**src/rtl/wb_result_sel_pipe_if.sv**
```systemverilog
// -----------------------------------------------------------------------------
// wb_result_sel_pipe_if
// Bundle of the upstream (beat in) and downstream (result out) handshakes of
// the writeback result selector.
//
// Parameters
//   WIDTH    datapath width
//   NUM_SRC  number of selectable sources (2..16)
//
// Signals
//   in_valid / in_ready          upstream handshake
//   src[NUM_SRC*WIDTH]           packed sources, source i at src[i*WIDTH +: WIDTH]
//   sel[SEL_W]                   source index
//   rd_in[5], we_in              destination register and write enable
//   funct3[3], addr_lo[2]        load type and byte offset (LOAD_EXT_EN only)
//   out_valid / out_ready        downstream handshake
//   result[WIDTH], rd_out[5]     selected value and destination register
//   we_out, sel_err              qualified write enable and bad-select flag
//
// Modports
//   master  the environment: drives beats in and the downstream ready
//   slave   the selector stage itself
//
// Optional feature macro: LOAD_EXT_EN (adds funct3 / addr_lo).
// -----------------------------------------------------------------------------
interface wb_result_sel_pipe_if #(
  parameter int WIDTH   = 32,
  parameter int NUM_SRC = 5
);
  localparam int SEL_W = $clog2(NUM_SRC);

  logic                     in_valid;
  logic                     in_ready;
  logic [NUM_SRC*WIDTH-1:0] src;
  logic [SEL_W-1:0]         sel;
  logic [4:0]               rd_in;
  logic                     we_in;
`ifdef LOAD_EXT_EN
  logic [2:0]               funct3;
  logic [1:0]               addr_lo;
`endif
  logic                     out_valid;
  logic                     out_ready;
  logic [WIDTH-1:0]         result;
  logic [4:0]               rd_out;
  logic                     we_out;
  logic                     sel_err;

`ifdef LOAD_EXT_EN
  modport master (
    output in_valid, src, sel, rd_in, we_in, funct3, addr_lo, out_ready,
    input  in_ready, out_valid, result, rd_out, we_out, sel_err
  );

  modport slave (
    input  in_valid, src, sel, rd_in, we_in, funct3, addr_lo, out_ready,
    output in_ready, out_valid, result, rd_out, we_out, sel_err
  );
`else
  modport master (
    output in_valid, src, sel, rd_in, we_in, out_ready,
    input  in_ready, out_valid, result, rd_out, we_out, sel_err
  );

  modport slave (
    input  in_valid, src, sel, rd_in, we_in, out_ready,
    output in_ready, out_valid, result, rd_out, we_out, sel_err
  );
`endif

endinterface

```
**src/rtl/wb_result_sel_pipe.sv**
```systemverilog
// -----------------------------------------------------------------------------
// wb_result_sel_pipe
// Writeback result selector for the pipelined rv32i core, placed between MEM
// and the register file. Picks one of NUM_SRC sources, carries rd / we with
// it, and presents the beat through a registered output stage backed by a
// one-entry skid register so that in_ready never depends on out_ready.
//
// Default source map: 0 ALUResult, 1 ReadData, 2 PCPlus4, 3 ImmExt,
// 4 PCTarget (AUIPC).
//
// Ports
//   clk     in  rising-edge clock
//   rst_n   in  asynchronous active-low reset
//   bus     slave modport of wb_result_sel_pipe_if carrying both handshakes,
//           the packed sources, select, rd/we and the registered results
//
// Optional feature macro: LOAD_EXT_EN
//   When defined, source 1 (ReadData) is sign/zero extended according to
//   funct3 and addr_lo before selection. Requires WIDTH >= 32.
// -----------------------------------------------------------------------------
module wb_result_sel_pipe #(
  parameter int WIDTH   = 32,
  parameter int NUM_SRC = 5
) (
  input  logic                 clk,
  input  logic                 rst_n,
  wb_result_sel_pipe_if.slave  bus
);

  localparam int SEL_W  = $clog2(NUM_SRC);
  localparam int SEL_N  = 2 ** SEL_W;
  localparam logic [SEL_W:0] NUM_SRC_W = NUM_SRC[SEL_W:0];

  // One beat as it travels through the output and skid registers.
  typedef struct packed {
    logic [WIDTH-1:0] data;
    logic [4:0]       rd;
    logic             we;
    logic             err;
  } beat_t;

  typedef enum logic [1:0] {
    ST_EMPTY = 2'd0,
    ST_FULL  = 2'd1,
    ST_SKID  = 2'd2
  } state_t;

`ifdef LOAD_EXT_EN
  // RV32I load extension of a fetched word: pick byte/half by offset, then
  // sign- or zero-extend. Unknown funct3 codes return the raw word.
  function automatic logic [WIDTH-1:0] load_ext(
    input logic [WIDTH-1:0] word,
    input logic [2:0]       f3,
    input logic [1:0]       lo
  );
    logic [7:0]  b;
    logic [15:0] h;
    case (lo)
      2'd0:    b = word[7:0];
      2'd1:    b = word[15:8];
      2'd2:    b = word[23:16];
      default: b = word[31:24];
    endcase
    if (lo[1]) begin
      h = word[31:16];
    end else begin
      h = word[15:0];
    end
    case (f3)
      3'b000:  load_ext = {{(WIDTH-8){b[7]}}, b};
      3'b001:  load_ext = {{(WIDTH-16){h[15]}}, h};
      3'b100:  load_ext = {{(WIDTH-8){1'b0}}, b};
      3'b101:  load_ext = {{(WIDTH-16){1'b0}}, h};
      default: load_ext = word;
    endcase
  endfunction
`endif

  state_t           state_r;
  state_t           state_next_s;
  logic             in_ready_r;
  logic             out_valid_r;
  beat_t            out_beat_r;
  beat_t            skid_beat_r;
  beat_t            in_beat_s;
  logic             bad_sel_s;
  logic             accept_s;
  logic             drain_s;
  logic             load_out_in_s;
  logic             load_out_skid_s;
  logic             load_skid_s;
  logic [WIDTH-1:0] src_arr_s [SEL_N];

  assign accept_s = bus.in_valid & in_ready_r;
  assign drain_s  = out_valid_r & bus.out_ready;

  // Unpack sources into a power-of-two table; unused slots read as zero so an
  // out-of-range select naturally yields result 0.
  always_comb begin
    for (int i = 0; i < SEL_N; i++) begin
      src_arr_s[i] = {WIDTH{1'b0}};
    end
    for (int i = 0; i < NUM_SRC; i++) begin
      src_arr_s[i] = bus.src[i*WIDTH +: WIDTH];
    end
`ifdef LOAD_EXT_EN
    src_arr_s[1] = load_ext(bus.src[WIDTH +: WIDTH], bus.funct3, bus.addr_lo);
`endif
  end

  // Form the incoming beat: selected value, qualified write enable, error flag.
  always_comb begin
    bad_sel_s      = ({1'b0, bus.sel} >= NUM_SRC_W);
    in_beat_s.data = src_arr_s[bus.sel];
    in_beat_s.rd   = bus.rd_in;
    in_beat_s.err  = bad_sel_s;
    // x0 is hardwired; a bad select must never corrupt the register file.
    in_beat_s.we   = bus.we_in & (bus.rd_in != 5'd0) & ~bad_sel_s;
  end

  // Next-state and register-load decode of the output/skid FSM.
  always_comb begin
    state_next_s    = state_r;
    load_out_in_s   = 1'b0;
    load_out_skid_s = 1'b0;
    load_skid_s     = 1'b0;
    case (state_r)
      ST_EMPTY: begin
        if (accept_s) begin
          load_out_in_s = 1'b1;
          state_next_s  = ST_FULL;
        end else begin
          state_next_s  = ST_EMPTY;
        end
      end
      ST_FULL: begin
        if (accept_s && drain_s) begin
          load_out_in_s = 1'b1;
          state_next_s  = ST_FULL;
        end else if (accept_s) begin
          load_skid_s   = 1'b1;
          state_next_s  = ST_SKID;
        end else if (drain_s) begin
          state_next_s  = ST_EMPTY;
        end else begin
          state_next_s  = ST_FULL;
        end
      end
      ST_SKID: begin
        // in_ready is low here, so only a drain can move us.
        if (drain_s) begin
          load_out_skid_s = 1'b1;
          state_next_s    = ST_FULL;
        end else begin
          state_next_s    = ST_SKID;
        end
      end
      default: begin
        state_next_s = ST_EMPTY;
      end
    endcase
  end

  // State register plus registered handshake outputs derived from next state.
  always_ff @(posedge clk or negedge rst_n) begin
    if (!rst_n) begin
      state_r     <= ST_EMPTY;
      out_valid_r <= 1'b0;
      in_ready_r  <= 1'b0;
    end else begin
      state_r     <= state_next_s;
      out_valid_r <= (state_next_s != ST_EMPTY);
      in_ready_r  <= (state_next_s != ST_SKID);
    end
  end

  // Output beat register: loads from input or from skid, otherwise holds.
  always_ff @(posedge clk or negedge rst_n) begin
    if (!rst_n) begin
      out_beat_r <= '{data: {WIDTH{1'b0}}, rd: 5'd0, we: 1'b0, err: 1'b0};
    end else if (load_out_in_s) begin
      out_beat_r <= in_beat_s;
    end else if (load_out_skid_s) begin
      out_beat_r <= skid_beat_r;
    end else begin
      out_beat_r <= out_beat_r;
    end
  end

  // Skid register: captures the beat accepted while the output is stalled.
  always_ff @(posedge clk or negedge rst_n) begin
    if (!rst_n) begin
      skid_beat_r <= '{data: {WIDTH{1'b0}}, rd: 5'd0, we: 1'b0, err: 1'b0};
    end else if (load_skid_s) begin
      skid_beat_r <= in_beat_s;
    end else begin
      skid_beat_r <= skid_beat_r;
    end
  end

  assign bus.in_ready  = in_ready_r;
  assign bus.out_valid = out_valid_r;
  assign bus.result    = out_beat_r.data;
  assign bus.rd_out    = out_beat_r.rd;
  assign bus.we_out    = out_beat_r.we;
  assign bus.sel_err   = out_beat_r.err;

endmodule

```
**src/flat_wrapper.sv**
```systemverilog
// flat-port wrapper written by rule: the top's interface ports become plain ports
module wb_result_sel_pipe_flat 
#(
  parameter int WIDTH   = 32,
  parameter int NUM_SRC = 5
)
  (clk, rst_n, bus_in_valid, bus_src, bus_sel, bus_rd_in, bus_we_in, bus_out_ready, bus_in_ready, bus_out_valid, bus_result, bus_rd_out, bus_we_out, bus_sel_err);
  wb_result_sel_pipe_if #(.WIDTH(WIDTH), .NUM_SRC(NUM_SRC)) bus_i ();
  input  logic clk;
  input  logic rst_n;
  input wire logic [$bits(bus_i.in_valid)-1:0] bus_in_valid;
  input wire logic [$bits(bus_i.src)-1:0] bus_src;
  input wire logic [$bits(bus_i.sel)-1:0] bus_sel;
  input wire logic [$bits(bus_i.rd_in)-1:0] bus_rd_in;
  input wire logic [$bits(bus_i.we_in)-1:0] bus_we_in;
  input wire logic [$bits(bus_i.out_ready)-1:0] bus_out_ready;
  output wire logic [$bits(bus_i.in_ready)-1:0] bus_in_ready;
  output wire logic [$bits(bus_i.out_valid)-1:0] bus_out_valid;
  output wire logic [$bits(bus_i.result)-1:0] bus_result;
  output wire logic [$bits(bus_i.rd_out)-1:0] bus_rd_out;
  output wire logic [$bits(bus_i.we_out)-1:0] bus_we_out;
  output wire logic [$bits(bus_i.sel_err)-1:0] bus_sel_err;
  assign bus_i.in_valid = bus_in_valid;
  assign bus_i.src = bus_src;
  assign bus_i.sel = bus_sel;
  assign bus_i.rd_in = bus_rd_in;
  assign bus_i.we_in = bus_we_in;
  assign bus_i.out_ready = bus_out_ready;
  assign bus_in_ready = bus_i.in_ready;
  assign bus_out_valid = bus_i.out_valid;
  assign bus_result = bus_i.result;
  assign bus_rd_out = bus_i.rd_out;
  assign bus_we_out = bus_i.we_out;
  assign bus_sel_err = bus_i.sel_err;
  wb_result_sel_pipe #(.WIDTH(WIDTH), .NUM_SRC(NUM_SRC)) u_core (.clk(clk), .rst_n(rst_n), .bus(bus_i));
endmodule
```
**config.mk**
```make
export PLATFORM = sky130hd
export DESIGN_NAME = wb_result_sel_pipe_flat
export DESIGN_NICKNAME = d
export VERILOG_FILES = /design/src/rtl/wb_result_sel_pipe_if.sv /design/src/rtl/wb_result_sel_pipe.sv /design/src/flat_wrapper.sv
export SDC_FILE = /design/constraint.sdc
export NUM_CORES = 1
export LEC_CHECK = 0
export ABC_CLOCK_PERIOD_IN_PS = 1700
export BUFFER_PORTS_ARGS = -buffer_cell sky130_fd_sc_hd__buf_2
export CELL_PAD_IN_SITES_DETAIL_PLACEMENT = 0
export CELL_PAD_IN_SITES_GLOBAL_PLACEMENT = 1
export CORE_MARGIN = 2
export CORE_UTILIZATION = 30
export DETAILED_ROUTE_END_ITERATION = 16
export PLACE_DENSITY = 0.82
export SETUP_SLACK_MARGIN = 0.4
export SLEW_MARGIN = 20
export SYNTH_ARGS = -nofsm -noshare
export SYNTH_HDL_FRONTEND = slang
export SYNTH_SLANG_ARGS = --single-unit
export TNS_END_PERCENT = 100
```
**constraint.sdc**
```tcl
create_clock -name clk -period 1.7 [get_ports clk]
set_input_delay 0.255 -clock clk [delete_from_list [all_inputs] [get_ports clk]]
set_output_delay 0.255 -clock clk [all_outputs]
set_load 0.02 [all_outputs]
```
Word-level counts from Yosys, hierarchy flattened
Cells that the tools add are included.
{"block": "totals", "in_bits": 173, "out_inout_bits": 41, "register_bits": 82, "wordCells": 45}
{"block": "classes", "magnitude_cmp": 2, "eq_ne": 3, "reduce_logical": 5, "n_bitwise": 6, "muxes": 18}
{"cell": "32-bit binary-select mux with 3-bit select", "count": 1}
{"cell": "39-bit 2-to-1 mux", "count": 2}
{"cell": "32-bit 2-to-1 mux", "count": 2}
{"cell": "1-bit 2-to-1 mux", "count": 8}
{"cell": "2-bit 2-to-1 mux", "count": 3}
{"cell": "2-bit one-hot mux with 3 select lines", "count": 1}
{"cell": "5-bit nonzero test", "count": 1}
{"cell": "1-bit AND", "count": 4}
{"cell": "4-bit greater-or-equal comparator (second input constant)", "count": 1}
{"cell": "3-bit inverter with 4-bit output", "count": 1}
{"cell": "2-bit nonzero test", "count": 2}
{"cell": "3-bit greater-or-equal comparator (second input constant)", "count": 1}
{"cell": "2-bit by 1-bit == test with 1-bit output (second input constant)", "count": 1}
{"cell": "2-bit == test (second input constant)", "count": 1}
{"cell": "2-bit zero test", "count": 1}
{"cell": "2-bit inequality test (second input constant)", "count": 1}
{"cell": "1-bit one-hot mux with 2 select lines", "count": 1}
{"cell": "1-bit logical AND", "count": 1}
{"cell": "1-bit inverter", "count": 1}

Logic depth before layout (Yosys ltp)
{"block": "depth", "word_depth": 6, "mapped_depth": 7, "depth_no_buf": 4}

Least setup slack after synthesis
No wires, ideal clock.
{"block": "synth_timing", "path_type": "register to register", "from": "register u_core.out_valid_r, in the netlist u_core.bus.out_valid", "to": "register u_core.out_beat_r, in the netlist u_core.bus.result[12]", "setup_time_ns": 0.132, "path_stages_with_launch": 7, "path_buffers": 2, "period_less_slack_ns": 1.519, "slack_ns": 0.181, "required_ns": 1.568, "arrival_time_ns": 1.386, "cell_sequence": "dfrtp_1 -> a21boi_4 -> o32a_1 -> buf_6 -> buf_6 -> a22oi_2 -> o21ai_1"}
{"block": "synth_between", "elab_chain_cells": 5, "word_cells_on_any_way": 8, "classes_between": "5 x mux; 1 x bitwise; 2 x reduce/logical"}
{"item": "start, declared", "line_no": "wb_result_sel_pipe.sv:82", "text": "logic out_valid_r;"}
{"item": "start signal, assigned", "line_no": "wb_result_sel_pipe.sv:172", "text": "out_valid_r <= (state_next_s != ST_EMPTY);"}
{"item": "1-bit AND *", "line_no": "wb_result_sel_pipe.sv:95", "text": "assign drain_s = out_valid_r & bus.out_ready;"}
{"item": "1-bit logical AND", "line_no": "wb_result_sel_pipe.sv:137", "text": "if (accept_s && drain_s) begin"}
{"item": "1-bit 2-to-1 mux", "line_no": "wb_result_sel_pipe.sv:137"}
{"item": "1-bit one-hot mux with 2 select lines", "line_no": "wb_result_sel_pipe.sv:127", "text": "case (state_r)"}
{"item": "39-bit 2-to-1 mux / 2-bit nonzero test (equally long branches)"}
{"item": "end signal, assigned", "line_no": "wb_result_sel_pipe.sv:180", "text": "out_beat_r <= '{data: {WIDTH{1'b0}}, rd: 5'd0, we: 1'b0, err: 1'b0};"}
{"item": "end signal, assigned", "line_no": "wb_result_sel_pipe.sv:182", "text": "out_beat_r <= in_beat_s;"}
{"item": "end signal, assigned", "line_no": "wb_result_sel_pipe.sv:184", "text": "out_beat_r <= skid_beat_r;"}
{"item": "end, declared", "line_no": "wb_result_sel_pipe.sv:83", "text": "beat_t out_beat_r;"}
Every way passes the cells marked *; elsewhere a longest branch is shown, timed or not.
A chain may end at the register's enable or synchronous reset.

Worst setup path after layout
{"block": "layout_timing", "from": "register u_core.state_r[0]", "to": "register u_core.out_beat_r, in the netlist u_core.bus.sel_err"}
{"block": "layout_between", "elab_chain_cells": 3, "word_cells_on_any_way": 7, "classes_between": "2 x eq/ne; 3 x mux; 2 x reduce/logical"}
{"item": "start, declared", "line_no": "wb_result_sel_pipe.sv:79", "text": "state_t state_r;"}
{"item": "start signal, assigned", "line_no": "wb_result_sel_pipe.sv:171", "text": "state_r <= state_next_s;"}
{"item": "2-bit by 1-bit == test with 1-bit output, or another cell as far along", "line_no": "wb_result_sel_pipe.sv:127"}
{"item": "1-bit one-hot mux with 2 select lines / 1-bit 2-to-1 mux (equally long branches)", "line_no": "wb_result_sel_pipe.sv:127"}
{"item": "39-bit 2-to-1 mux / 2-bit nonzero test (equally long branches)"}
Parallel ways exist; a longest one is shown, timed or not.

==> flow_summary.json <==
{
  "status": "complete, no violations",
  "synth.cell_area_mm2": 0.004614,
  "synthesis.nets": 624,
  "gp_congestion": 0.7926,
  "route.detailed.drc": 0,
  "clk_latency_ns": 0.33,
  "p_total_uw": 11240,
  "synth_cells": 451,
  "cp-start-kind": "flip-flop",
  "fin_skew_ns": 0.01187,
  "async_flop_share": 1.000,
  "core_mm2": 0.01509,
  "hold_violations": 0,
  "syn_area_per_cell_um2": 10.23,
  "rsz0062_at_grt": "yes",
  "cts_buffers": 9,
  "vias_per_cell": 5.275,
  "cts_max_level": 3,
  "design.portCount": 214,
  "vias": 4663,
  "synth_edf_count": 0,
  "start_util": 0.3058,
  "area_growth_pct": 56.81,
  "fin_nets": 864,
  "setup_viol": 0,
  "drt-total-wl_mm": 16.09,
  "grt_pass1_wl_mm": 25.04,
  "post_dp_cell_area_mm2": 0.006046,
  "cts-root-buf": "clkbuf_16",
  "fmax_mhz": 662.3,
  "combinationalPowerShare": 0.489,
  "ir_drop_mv": 0.6376,
  "timing.hold.ws_ns": 0.1862,
  "slowest_delay_ns": 0.40,
  "grt-ovfl-total": 0,
  "path_class": "reg2reg",
  "required_ns": 1.92,
  "die_x_um": 128.0,
  "clkSinkCount": 82,
  "power.share.clock": 0.194,
  "setup_tns_ns": 0,
  "path_clk_slew_ns": 0.07,
  "dp.final_hpwl_mm": 10.66,
  "synth_area_leaders": "dfrtp_1 (44%), mux2i_1 (13%), o32ai_1 (5.7%), a21oi_1 (5.0%), a22oi_2 (4.1%)",
  "power_switching_uw": 4317,
  "track_usage": 0.1964,
  "cts_tree": "built",
  "stdcell_area_mm2": 0.007236,
  "dieHeight_um": 128.0,
  "drtIter0Drc": 282,
  "drv_cap": 0,
  "synth.distinct_cells": 34,
  "final_cell_mix": "buf_2 (211), dfrtp_1 (79), mux2i_1 (62)",
  "cts_max_path_buffers": 2,
  "swShare": 0.3841,
  "grt_pass1_vias": 4802,
  "firstDrtPassIters": 5,
  "power.density_mw_per_mm2": 1553,
  "p_int_uw": 6922,
  "cp-end-kind": "flip-flop",
  "fin_cells": 884,
  "drv_slew": 0,
  "slew-limit-headroom": 0.7578,
  "final_layout_size_suffix_gt1_frac": 0.5402,
  "wl_per_cell_um": 18.20,
  "fp.dieArea_mm2": 0.01639,
  "antenna_found_initial": 0,
  "cellLeakagePower_uw": 0.003456,
  "drtAntennaViolNets": 0,
  "p_seq_frac": 0.317,
  "hp-class": "in2reg",
  "antenna_cells": 0,
  "period_share": 0.8882,
  "yosysWarnings": 0,
  "arrival_ns": 1.73,
  "path_max_fanout": 26,
  "layout_commonest_cell": "buf_2",
  "cp_slowest_cell": "dfrtp_1",
  "num_rows": 45,
  "cp_cell_sequence": "buf_4 > nand2b_1 > o32a_2 > buf_12 > a221o_1",
  "period_needed_ns": 1.510,
  "yosysTopAreaCell": "dfrtp_1",
  "ys_seq_area_frac": 0.4447,
  "io_buffers": 213,
  "worstMarginPinSlew_ns": 0.3609,
  "grt_max_degree": 45,
  "yosysTopAreaCellShare": 0.4447,
  "yosys_most_used_dff": "dfrtp_1",
  "place_inst": 832,
  "yosys_register_bits": 82
}
## timing repair
| action | in CTS | in global routing |
|---|---|---|
| pin swaps | 21 | 8 |
| resized for setup | 65 | 41 |
| hold buffers | 1 | 0 |
| gates cloned | 12 | 2 |
| endpoints found under the hold margin | 11 | 0 |
| buffers inserted | 20 | 1 |
| setup endpoints to repair | 80 | 82 |
## per-stage QoR
| stage | worst slack, ns | utilization |
|---|---|---|
| after floorplan | 0.2892 | - |
| after global placement | 0.1905 | 0.4007 |
| after detailed placement | 0.1354 | 0.4007 |
| after CTS | 0.1931 | 0.4672 |
| after global routing | 0.1554 | 0.4795 |
| final | 0.1901 | 0.4795 |
## power groups by stage
stage	sequential, uW	clock, uW	combinational, uW
detailed placement	3520	0	3990
global placement	3480	0	3860
CTS	3530	2220	5170
floorplan	4000	0	2150
global route	3680	2310	5940
finish	3570	2180	5500
## flip-flops by register name, summed over array words and instances, names as in the netlist
register and flops:
u_core.bus.sel_err 1, u_core.bus.rd_out 5, u_core.bus.result 32, u_core.skid_beat_r 39, u_core.bus.out_valid 1, u_core.bus.we_out 1, u_core.bus.in_ready 1, u_core.state_r 2
## layout make-up
| class | instances | area, um2 |
|---|---|---|
| Clock buffer | 12 | 266.5 |
| Multi-Input combinational cell | 326 | 2595 |
| Sequential cell | 82 | 2056 |
| Fill cell | 1419 | 7854 |
| Tap cell | 188 | 235.2 |
| Clock inverter | 4 | 72.57 |
| Inverter | 1 | 3.754 |
| Timing Repair Buffer | 271 | 2007 |
## cell usage after synthesis (5+ instances only)
cell / number
dfrtp_1: 82
mux2i_1: 62
nand2_1: 48
a21oi_1: 46
o21ai_0: 34
o32ai_1: 30
o21ai_1: 22
buf_2: 20
a22oi_2: 15
a211oi_1: 14
nor2b_1: 14
buf_6: 11
a22oi_1: 10
clkbuf_1: 7
mux2_2: 6
nor2_1: 6
buf_4: 5
## critical path: cells and delay by family, from the launching register on
kind	cells	cell delay, ns
compound gates	2	0.52
simple gates	1	0.16
buf+inv	2	0.32
flops	1	0.40
## final timing paths
kind	from	end	slack, ns	depth (start not counted)
setup / recovery	u_core.state_r[0]	u_core.bus.sel_err	0.19	5
hold / removal	bus_rd_in[0]	u_core.bus.rd_out[0]	0.19	3
setup reg to reg	u_core.state_r[0]	u_core.bus.sel_err	0.19	5
hold reg to reg	u_core.bus.rd_out[0]	u_core.bus.rd_out[0]	0.48	2
max in group asynchronous	rst_n	u_core.skid_beat_r[21]	0.79	3
min in group asynchronous	rst_n	u_core.bus.out_valid	0.31	2
## kinds of logic (layout without fill, tap and decap cells)
kind of cell,count (synthesis),in the layout,synth area share
buf+inv,45,288,0.06426
flops,82,82,0.4447
compound gates,178,178,0.2619
mux,69,69,0.1524
simple gates,77,79,0.07674
## layer usage
| metal | share of wire | wire [um] | vias up | GRT usage |
|---|---|---|---|---|
| met2 | 0.51 | 8151 | 179 | 0.3482 |
| met3 | 0.063 | 1006 | 16 | 0.04132 |
| met1 | 0.42 | 6733 | 2282 | 0.2441 |
| met4 | 0.012 | 201 | 0 | 0.04913 |
| li1 | - | - | 2186 | - |
| met5 | 0 | 0 | - | 0 |
(Power assumes the default switching activity.)
